$ cat src/rtl/bin2bcd_seq.sv
// Multi-cycle binary-to-BCD converter (shift-add-3), result is value mod 10^DIGITS.
// Optional leading-zero blanking (4'hF digits) enabled by defining LEAD_ZERO_BLANK_EN.
module bin2bcd_seq #(
    parameter int IN_WIDTH = 32,
    parameter int DIGITS   = 4
) (
    input  logic                  clk,
    input  logic                  rst_n,
    input  logic                  start,
    input  logic [IN_WIDTH-1:0]   value,
    output logic                  busy,
    output logic                  done,
    output logic [4*DIGITS-1:0]   bcd,
    output logic                  overflow
);

    localparam int CW = $clog2(IN_WIDTH) + 1;
    localparam int BW = 4 * DIGITS;

    typedef enum logic {
        IDLE,
        SHIFT
    } state_e;

    state_e              state_q, state_d;
    logic [IN_WIDTH-1:0] shreg_q, shreg_d;
    logic [BW-1:0]       scratch_q, scratch_d;
    logic [CW-1:0]       cnt_q, cnt_d;
    logic                sticky_q, sticky_d;
    logic                done_q, done_d;
    logic                ovf_q, ovf_d;
    logic [BW-1:0]       bcd_q, bcd_d;

    logic [BW-1:0]       adjusted;
    logic [BW-1:0]       shifted;
    logic [BW-1:0]       result;
    logic                carryOut;

`ifdef LEAD_ZERO_BLANK_EN
    // Digit 0 always stays visible so a zero result still shows one digit.
    function automatic logic [BW-1:0] blankLeading(input logic [BW-1:0] d);
        logic lead;
        blankLeading = d;
        lead = 1'b1;
        for (int k = DIGITS - 1; k >= 1; k--) begin
            if (lead && (d[4*k +: 4] == 4'd0)) begin
                blankLeading[4*k +: 4] = 4'hF;
            end else begin
                lead = 1'b0;
            end
        end
    endfunction
`endif

    always_comb begin
        adjusted = scratch_q;
        for (int k = 0; k < DIGITS; k++) begin
            if (scratch_q[4*k +: 4] >= 4'd5) begin
                adjusted[4*k +: 4] = scratch_q[4*k +: 4] + 4'd3;
            end
        end
    end

    // The bit leaving the top digit is dropped, which keeps the result modulo 10^DIGITS.
    assign shifted  = {adjusted[BW-2:0], shreg_q[IN_WIDTH-1]};
    assign carryOut = adjusted[BW-1];

`ifdef LEAD_ZERO_BLANK_EN
    assign result = blankLeading(shifted);
`else
    assign result = shifted;
`endif

    always_comb begin
        state_d   = state_q;
        shreg_d   = shreg_q;
        scratch_d = scratch_q;
        cnt_d     = cnt_q;
        sticky_d  = sticky_q;
        done_d    = 1'b0;
        ovf_d     = ovf_q;
        bcd_d     = bcd_q;
        case (state_q)
            IDLE: begin
                if (start) begin
                    shreg_d   = value;
                    scratch_d = '0;
                    sticky_d  = 1'b0;
                    cnt_d     = '0;
                    state_d   = SHIFT;
                end
            end
            SHIFT: begin
                shreg_d   = {shreg_q[IN_WIDTH-2:0], 1'b0};
                scratch_d = shifted;
                sticky_d  = sticky_q | carryOut;
                cnt_d     = cnt_q + 1'b1;
                if (cnt_q == CW'(IN_WIDTH - 1)) begin
                    bcd_d   = result;
                    ovf_d   = sticky_q | carryOut;
                    done_d  = 1'b1;
                    state_d = IDLE;
                end
            end
            default: state_d = IDLE;
        endcase
    end

    always_ff @(posedge clk or negedge rst_n) begin
        if (!rst_n) begin
            state_q   <= IDLE;
            shreg_q   <= '0;
            scratch_q <= '0;
            cnt_q     <= '0;
            sticky_q  <= 1'b0;
            done_q    <= 1'b0;
            ovf_q     <= 1'b0;
            bcd_q     <= '0;
        end else begin
            state_q   <= state_d;
            shreg_q   <= shreg_d;
            scratch_q <= scratch_d;
            cnt_q     <= cnt_d;
            sticky_q  <= sticky_d;
            done_q    <= done_d;
            ovf_q     <= ovf_d;
            bcd_q     <= bcd_d;
        end
    end

    assign busy     = (state_q == SHIFT);
    assign done     = done_q;
    assign bcd      = bcd_q;
    assign overflow = ovf_q;

endmodule

$ cat config.mk
export PLATFORM = sky130hd
export DESIGN_NAME = bin2bcd_seq
export DESIGN_NICKNAME = d
export VERILOG_FILES = /design/src/rtl/bin2bcd_seq.sv
export SDC_FILE = /design/constraint.sdc
export NUM_CORES = 1
export LEC_CHECK = 0
export CELL_PAD_IN_SITES_DETAIL_PLACEMENT = 0
export CELL_PAD_IN_SITES_GLOBAL_PLACEMENT = 1
export CORE_MARGIN = 4
export CORE_UTILIZATION = 31
export DETAILED_ROUTE_END_ITERATION = 8
export PLACE_DENSITY_LB_ADDON = 0.1
export RECOVER_POWER = 25
export SLEW_MARGIN = 20
export SYNTH_ARGS = -nofsm -noshare
export SYNTH_HDL_FRONTEND = slang
export SYNTH_SLANG_ARGS = --single-unit
$ cat constraint.sdc
create_clock -name clk -period 4.7 [get_ports clk]
set_clock_uncertainty 0.15 [all_clocks]
set_input_delay 0.47 -clock clk [delete_from_list [all_inputs] [get_ports clk]]
set_output_delay 0.47 -clock clk [all_outputs]
set_load 0.01 [all_outputs]
==> run summary, run 1 <==
status: finished, violations left
failing checks: max-capacitance violations, max-slew violations
Slew headroom: -0.260
IO Port Bufs: 53
layout cells sized above 1: 0.0847
critical path depth in cells: 1
die area: 13200 µm²
R2R cell count: 3
core box area: 11000 µm²
Wirelength per Cell: 13.3 µm
sequential fraction of the synthesis area: 0.522
Avg Inst Size Synth: 10.8 µm²
cell chain of the critical path: clkdlybuf4s50_1
post-synth top area cell: dfrtp_1
CTS Sinks: 74
CP Buf/Inv Count: 1
CTS Root Cell: clkbuf_16
CP peak stage delay: 1.07 ns
Core Rows: 38
Final setup viols: 0
Max Slew Vio Count: 75
drt pass-1 iters: 5
H-tree Lvls: 3
via count: 2434
Critical Path AT: 2.09 ns
CP delay by family, top: flip-flops
Post-synth EDFFs: 0
CP max FO: 101
Syn Inst Count: 327
Yosys top cell area share: 0.522
Max-Cap Viols: 1
setup bufs post-CTS: 0
DP Area: 4140 µm²
Die Span Y: 115 µm
Mapped Nets: 371
GRT Util Overall: 0.113
WS Path Type: reg -> out
PD cells: 608 nW/µm²
setup TNS: 0 ns
Ports: 54
ys flop type: dfrtp_1
cell leakage power: 2.05 nW
CTS tree: built
diodes inserted: 0
routed wire length: 6860 µm
Initial Utilization: 0.321
post-route cell area: 4450 µm²
asr flop ratio synth: 1.00
Worst-path clk slew: 0.06 ns
hold depth: 2
synth warn: 0
CTS Buf Count: 9
Post-synth top cells: 74 x dfrtp_1, 46 x nand2_1, 43 x mux2i_1
maximum VDD drop: 0.000233 V
initial antenna violation count: 0
post-route minimum period: 2.71 ns
vias in the first global route: 2498
Slowest-stage cell, CP: dfrtp_4
cts repair resizes: 0
worst skew pair latency: 0.33 ns
cell area after synthesis: 3550 µm²
Final #Nets: 418
Area contributors post-synth: dfrtp_1 52%, mux2i_1 12%, o21ai_0 5.8%
RSZ-0062 raised after global routing: no
Remaining DRCs: 0
startpoint types: register
final period utilization: 0.577
Unique masters post-synth: 31
largest net degree at the start of global routing: 102
CTS hold repair buffers: 0
crit path capture type: primary output
die width: 115 µm
fmax: 369 MHz
Final Hold Viols: 0
via density per instance: 4.70
most frequent cell after synthesis: dfrtp_1
worst slew pin tran: 1.89 ns
WP data required: 4.08 ns
RD Place Congestion: 0.744
synthesis-stage register bit count: 74
Overflow after GRT: 0
synth-to-layout area growth: 25.4%
DRT iter0 DRCs: 87
antenna viol nets, final: 0
fillers: 1116
first-pass GRT wire length: 11900 µm
Hold WC Path Type: reg -> reg
hpwl dp: 4280 µm
clock buffer depth: 2
-- registers in the layout, summed over array words and instances (netlist names) --
| name | count |
|---|---|
| scratch_q | 16 |
| done | 1 |
| busy | 1 |
| bcd | 16 |
| shreg_q | 32 |
| sticky_q | 1 |
| overflow | 1 |
| cnt_q | 6 |
-- layout make-up --
cell class	instances	area (µm²)	share of cell area
Clock buffer	12	246	0.0554
Clock inverter	3	65.1	0.0146
Inverter	9	33.8	0.00760
Multi-Input combinational cell	226	1540	0.347
Sequential cell	74	1860	0.417
Tap cell	140	175	0.0394
Timing Repair Buffer	54	528	0.119
-- through the flow --
step	setup slack, ns	instances	total power [W]	util	hold slack [ns]
global route	1.82	518	0.00294	0.403	0.367
finish	1.99	518	0.00270	0.403	0.330
global placement	2.28	503	0.00200	0.375	0.316
detailed placement	2.30	503	0.00202	0.375	0.319
CTS	1.93	518	0.00276	0.403	0.197
floorplan	3.05	327	0.00170	-	0.0244
-- cells by family (layout without fill, tap and decap cells) --
group                    count (synthesis)  after routing  share of synthesized area
multiplexers                            53             53                      0.154
flip-flops                              74             74                      0.522
AO/OA/AOI/OAI                           71             71                      0.111
adder cells (fa/ha/maj)                  9              9                     0.0318
buffers and inverters                   27             78                     0.0427
AND/OR/NAND/NOR                         87             87                      0.123
XOR/XNOR                                 6              6                     0.0148
-- layout by cell type (no fill, tap or decap), types with 2 or more instances in the layout --
master	instances
a21oi_2	3
nand3_1	2
o21ai_0	41
nor2_1	12
a21oi_1	16
dfrtp_1	73
nand2_1	46
clkbuf_16	9
bufinv_16	2
ha_1	9
clkdlybuf4s50_1	51
nand2b_1	9
xnor2_1	5
clkbuf_1	2
nor3_1	4
a21o_1	7
mux2_2	9
nor3b_1	10
mux2i_1	43
inv_1	8
o31ai_1	2
-- final timing paths --
| check | endpoint | slack, ns | from |
|---|---|---|---|
| worst max-delay path | busy | 1.99 | busy |
| worst max register to register | bcd[10] | 2.38 | busy |
| worst min register to register | shreg_q[14] | 0.33 | shreg_q[13] |
| worst min-delay path | shreg_q[14] | 0.33 | shreg_q[13] |
| min in group asynchronous | shreg_q[1] | 0.50 | rst_n |
| max in group asynchronous | busy | 2.51 | rst_n |
-- layer usage --
| metal | vias to the layer above | GRT usage | wire, µm |
|---|---|---|---|
| li1 | 1225 | - | - |
| met2 | 46 | 0.175 | 3060 |
| met5 | - | 0 | 0 |
| met3 | 8 | 0.0347 | 348 |
| met1 | 1155 | 0.148 | 3370 |
| met4 | 0 | 0.0446 | 84 |
-- power breakdown --
| part | total, W | internal, W | switching (W) | leakage, nW |
|---|---|---|---|---|
| sequential | 0.00109 | 0.000886 | 0.000207 | 0.956 |
| clock | 0.000719 | 0.000475 | 0.000244 | 0.153 |
| combinational | 0.000892 | 0.000486 | 0.000406 | 0.942 |
| total | 0.00270 | 0.00185 | 0.000856 | 2.05 |
Power figures use the tool's default switching activity.
==> run 2, diff against run 1 <==
clock period = 2.35 ns   (was 4.7 ns; I/O delays follow)
==> run summary, run 2 (same netlist as run 1, synthesis figures left out) <==
status: complete, no violations
CTS tree: built
Max-Cap Viols: 0 (-1)
fillers: 1104 (-1.1%)
antenna viol nets, final: 0 (unchanged)
Slew headroom: 0.404 (+0.664)
RSZ-0062 raised after global routing: no
Ports: 54 (unchanged)
setup TNS: 0 ns (unchanged)
die area: 13200 µm² (unchanged)
startpoint types: register
setup bufs post-CTS: 0 (unchanged)
WS Path Type: reg -> reg
CTS Buf Count: 9 (unchanged)
Worst-path clk slew: 0.06 ns (about the same)
drt pass-1 iters: 4 (-1)
WP data required: 2.41 ns (-1.67 ns)
routed wire length: 7300 µm (+6.4%)
Finished Core Util: 0.407 (+0.00352)
Largest Register: shreg_q
via density per instance: 4.72 (+0.42%)
post-route minimum period: 1.84 ns
hold_ws: 0.301 ns (-0.0287 ns)
final period utilization: 0.783
PD cells: 1190 nW/µm² (+96%)
CTS Sinks: 74 (unchanged)
initial antenna violation count: 0 (unchanged)
Final setup viols: 0 (unchanged)
CTS Root Cell: clkbuf_16
Critical Path AT: 1.90 ns (-0.19 ns)
Hold WC Path Type: in -> reg
RD Place Congestion: 0.731 (-1.7%)
via count: 2482 (+2.0%)
cts repair resizes: 0 (unchanged)
IO Port Bufs: 53 (unchanged)
crit path capture type: register
commonest non-fill, non-tap cell in the layout: dfrtp_1
vias in the first global route: 2572 (+3.0%)
clock buffer depth: 2 (unchanged)
maximum VDD drop: 0.000561 V (+140%)
CP max FO: 27 (-73%)
hpwl dp: 4850 µm (+13%)
Initial Utilization: 0.321 (unchanged)
die width: 115 µm (unchanged)
DRT iter0 DRCs: 76 (-13%)
worst slew pin tran: 0.894 ns (-0.996 ns)
Max Slew Vio Count: 0 (-100%)
Remaining DRCs: 0 (unchanged)
diodes inserted: 0 (unchanged)
cell leakage power: 2.07 nW (+1.1%)
worst skew pair latency: 0.33 ns (about the same)
Die Span Y: 115 µm (unchanged)
number of flip-flops in the largest register: 32 (unchanged)
largest net degree at the start of global routing: 71 (-30%)
synth-to-layout area growth: 26.5%
Overflow after GRT: 0 (unchanged)
GRT Util Overall: 0.121 (+0.00801)
first-pass GRT wire length: 12700 µm (+6.6%)
Final Hold Viols: 0 (unchanged)
Final #Nets: 425 (+1.7%)
most frequent cells in the layout: 73 x dfrtp_1, 51 x clkdlybuf4s50_1, 46 x nand2_1
H-tree Lvls: 3 (unchanged)
layout cells sized above 1: 0.101 (+0.0164)
fmax: 544 MHz
Core Rows: 38 (unchanged)
core box area: 11000 µm² (unchanged)
Wirelength per Cell: 13.9 µm (+4.8%)
[run 2: metal layers]
| layer | track usage | part of all wire | vias up |
|---|---|---|---|
| met5 | 0 | 0 | - |
| met4 | 0.0438 | 0.014 | 0 |
| met3 | 0.0421 | 0.051 | 8 |
| met2 | 0.181 | 0.44 | 46 |
| met1 | 0.163 | 0.50 | 1191 |
| li1 | - | - | 1237 |
[run 2: timing repair]
| item | CTS | global route |
|---|---|---|
| hold endpoints to repair | 32 | 0 |
| setup endpoints to repair | 0 | 0 |
| hold buffers | 1 | 0 |
[run 2: area by class of cell]
cell class / instances / area, µm² / area share
clock buffers: 10 / 229 / 0.0510
repair buffers: 61 / 592 / 0.132
inverters: 9 / 33.8 / 0.00753
well taps: 140 / 175 / 0.0391
multi-input cells: 226 / 1540 / 0.344
clock inverters: 6 / 57.6 / 0.0128
flip-flops and latches: 74 / 1860 / 0.414
[run 2: power breakdown]
| part | total [W] | internal (W) | switching [W] |
|---|---|---|---|
| Sequential | 0.00213 | 0.00177 | 0.000362 |
| Combinational | 0.00187 | 0.000984 | 0.000890 |
| Clock | 0.00135 | 0.000815 | 0.000535 |
[run 2: critical path, stage by stage (launching register included)]
cell	delay (ns)
dfrtp_1	0.39
ha_1	0.28
nand4b_4	0.16
nor2_8	0.35
mux2_2	0.38
[run 2: through the flow]
stage	total power [W]	cells	area, µm²	setup slack (ns)
final	0.00536	526	4490	0.511
after CTS	0.00545	526	4490	0.485
after floorplan	0.00340	327	3550	0.696
after global routing	0.00582	526	4490	0.420
after detailed placement	0.00407	509	4200	0.491
after global placement	0.00403	509	4200	0.571
[run 2: worst paths after layout]
kind	slack (ns)	end	cells past startpoint	from
max in group asynchronous	0.78	scratch_q[3]	3	rst_n
setup reg to reg	0.51	bcd[10]	4	cnt_q[0]
setup / recovery	0.51	bcd[10]	4	cnt_q[0]
min in group asynchronous	0.41	scratch_q[15]	2	rst_n
hold reg to reg	0.33	shreg_q[29]	2	shreg_q[28]
hold / removal	0.30	shreg_q[0]	3	start
==> run 3, diff against run 2 <==
clock period = 1.53 ns   (was 2.35 ns; I/O delays follow)
==> run summary, run 3 (same netlist as run 1, synthesis figures left out) <==
H-tree Lvls: 3 (unchanged)
CTS Buf Count: 9 (unchanged)
Finished Core Util: 0.453 (+0.0462)
CP max FO: 5 (-81%)
worst setup path startpoint: scratch_q[12]
worst flop-to-flop path endpoint: bcd[14]
Initial Utilization: 0.321 (unchanged)
multi-input logic area: 1810 µm² (+17%)
WS Path Type: reg -> reg
Largest Register: shreg_q
Final Non-Filler Cells: 557 (+5.9%)
R2R setup slack: -0.06 ns (-0.57 ns)
CP Buf/Inv Count: 1 (+1)
Final #Nets: 456 (+7.3%)
die width: 115 µm (unchanged)
Die Span Y: 115 µm (unchanged)
Max Slew Vio Count: 0 (unchanged)
largest net degree at the start of global routing: 82 (+15%)
worst slew pin tran: 0.468 ns (-0.426 ns)
routed wire length: 7830 µm (+7.2%)
via count: 2572 (+3.6%)
Critical Path AT: 1.69 ns (-0.21 ns)
core box area: 11000 µm² (unchanged)
hpwl dp: 5110 µm (+5.3%)
Remaining DRCs: 0 (unchanged)
Ports: 54 (unchanged)
final period utilization: 1.04 (+0.254)
CP peak stage delay: 0.42 ns (+0.03 ns)
DP Cell Count: 536 (+5.3%)
diodes inserted: 0 (unchanged)
GRT Util Overall: 0.123 (+0.00207)
Final Hold Viols: 0 (unchanged)
vias in the first global route: 2642 (+2.7%)
RD Place Congestion: 0.751 (+2.7%)
RSZ-0062 raised after global routing: yes
clock buffer depth: 2 (unchanged)
Setup WS post-layout: -0.0560 ns (-0.567 ns)
Max-Cap Viols: 0 (unchanged)
initial antenna violation count: 0 (unchanged)
drt pass-1 iters: 4 (unchanged)
failing checks: negative setup slack
CTS Root Cell: clkbuf_16
CTS Sinks: 74 (unchanged)
CTS tree: built
setup TNS: -0.468 ns (-0.468 ns)
number of flip-flops in the largest register: 32 (unchanged)
fmax: 631 MHz (+16%)
antenna viol nets, final: 0 (unchanged)
maximum VDD drop: 0.000845 V (+51%)
cell chain of the critical path: inv_1, ha_4, nand2b_4, a21oi_4, mux2_4, a21oi_1
commonest non-fill, non-tap cell in the layout: dfrtp_1
DRT iter0 DRCs: 102 (+34%)
Core Rows: 38 (unchanged)
via density per instance: 4.62 (-2.1%)
crit path capture type: register
synth-to-layout area growth: 40.9%
PD cells: 1880 nW/µm² (+57%)
fillers: 1076 (-2.5%)
Hold WC Path Type: in -> async
Wirelength per Cell: 14.1 µm (+1.2%)
R2R cell count: 6 (+2)
layout cells sized above 1: 0.261 (+0.160)
Final setup viols: 15 (+15)
WP data required: 1.64 ns (-0.77 ns)
Overflow after GRT: 0 (unchanged)
IO Port Bufs: 53 (unchanged)
cell leakage power: 2.38 nW (+15%)
FF+latch area: 1860 µm² (unchanged)
R2R Path Start: scratch_q[12]
Slowest-stage cell, CP: dfrtp_1
most frequent cells in the layout: 73 x dfrtp_1, 46 x nand2_1, 40 x mux2i_1
first-pass GRT wire length: 12900 µm (+1.7%)
die area: 13200 µm² (unchanged)
post-route minimum period: 1.59 ns (-0.253 ns)
worst skew pair latency: 0.33 ns (about the same)
Setup crit end: bcd[14]
Slew headroom: 0.688 (+0.284)
critical path depth in cells: 6 (+2)
startpoint types: register
status: finished, violations left
Worst-path clk slew: 0.06 ns (about the same)
CP delay by family, top: flip-flops
[run 3: cell types whose count changed in the layout (fill, tap and decap cells not counted), moves of 6 or more]
cell,change
ha_1,-9
mux2_4,+9
buf_4,+26
mux2_2,-9
dlymetal6s2s_1,+6
ha_4,+6
clkdlybuf4s50_1,-18
dlygate4sd2_1,+11
[run 3: cell type report]
type | count | area share
timing repair buffer | 91 | 0.167
sequential | 74 | 0.371
inverter | 9 | 0.00676
clock buffer | 10 | 0.0458
clock inverter | 6 | 0.0115
tap | 140 | 0.0351
multi-input combinational | 227 | 0.362
[run 3: worst min-delay path by stage]
stage          startpoint    endpoint  slack (ns)  cells after the start
2_1_floorplan       rst_n      bcd[0]       -0.29                      0
3_3_place_gp        rst_n    overflow        -0.1                      1
3_5_place_dp        rst_n    sticky_q        -0.1                      1
4_1_cts             rst_n    sticky_q        0.09                      2
5_1_grt             rst_n  shreg_q[2]        0.20                      2
6_report            rst_n    sticky_q        0.16                      2
[run 3: power by group]
| group | internal, W | total (W) | switching [W] | leakage [nW] |
|---|---|---|---|---|
| logic | 0.00223 | 0.00397 | 0.00175 | 1.28 |
| clock network | 0.00125 | 0.00207 | 0.000817 | 0.142 |
| registers | 0.00272 | 0.00334 | 0.000623 | 0.956 |
| total | 0.00620 | 0.00939 | 0.00319 | 2.38 |
[run 3: through the flow]
stage	setup slack, ns	power (W)	instance area (µm²)	hold slack [ns]
4_1_cts	-0.0566	0.00923	4880	0.0921
2_1_floorplan	-0.0410	0.00540	3600	-0.293
3_3_place_gp	-0.0517	0.00679	4460	-0.0993
5_1_grt	-0.130	0.0101	4990	0.199
3_5_place_dp	-0.0685	0.00683	4460	-0.0995
6_report	-0.0560	0.00939	4990	0.157
[run 3: worst reg2reg max path, cell delays in order, from the launching register on]
cell and delay (ns):
dfrtp_1 0.42, inv_1 0.12, ha_4 0.16, nand2b_4 0.06, a21oi_4 0.15, mux2_4 0.32
a21oi_1 0.14
[run 3: per-layer routing]
metal	GRT usage	up-vias	routed length (µm)
met2	0.198	40	3590
met3	0.0416	5	389
met5	0	-	0
met4	0.0352	0	58
met1	0.159	1229	3790
li1	-	1298	-
[run 3: repair_timing]
action                                  CTS  global route
pin swaps                                 5            12
gates resized for setup                  39            37
buffers inserted                          2             1
endpoints found under the setup margin   34            37
cloned                                    1             0
endpoints found under the hold margin    74             0
hold buffers                              1             0
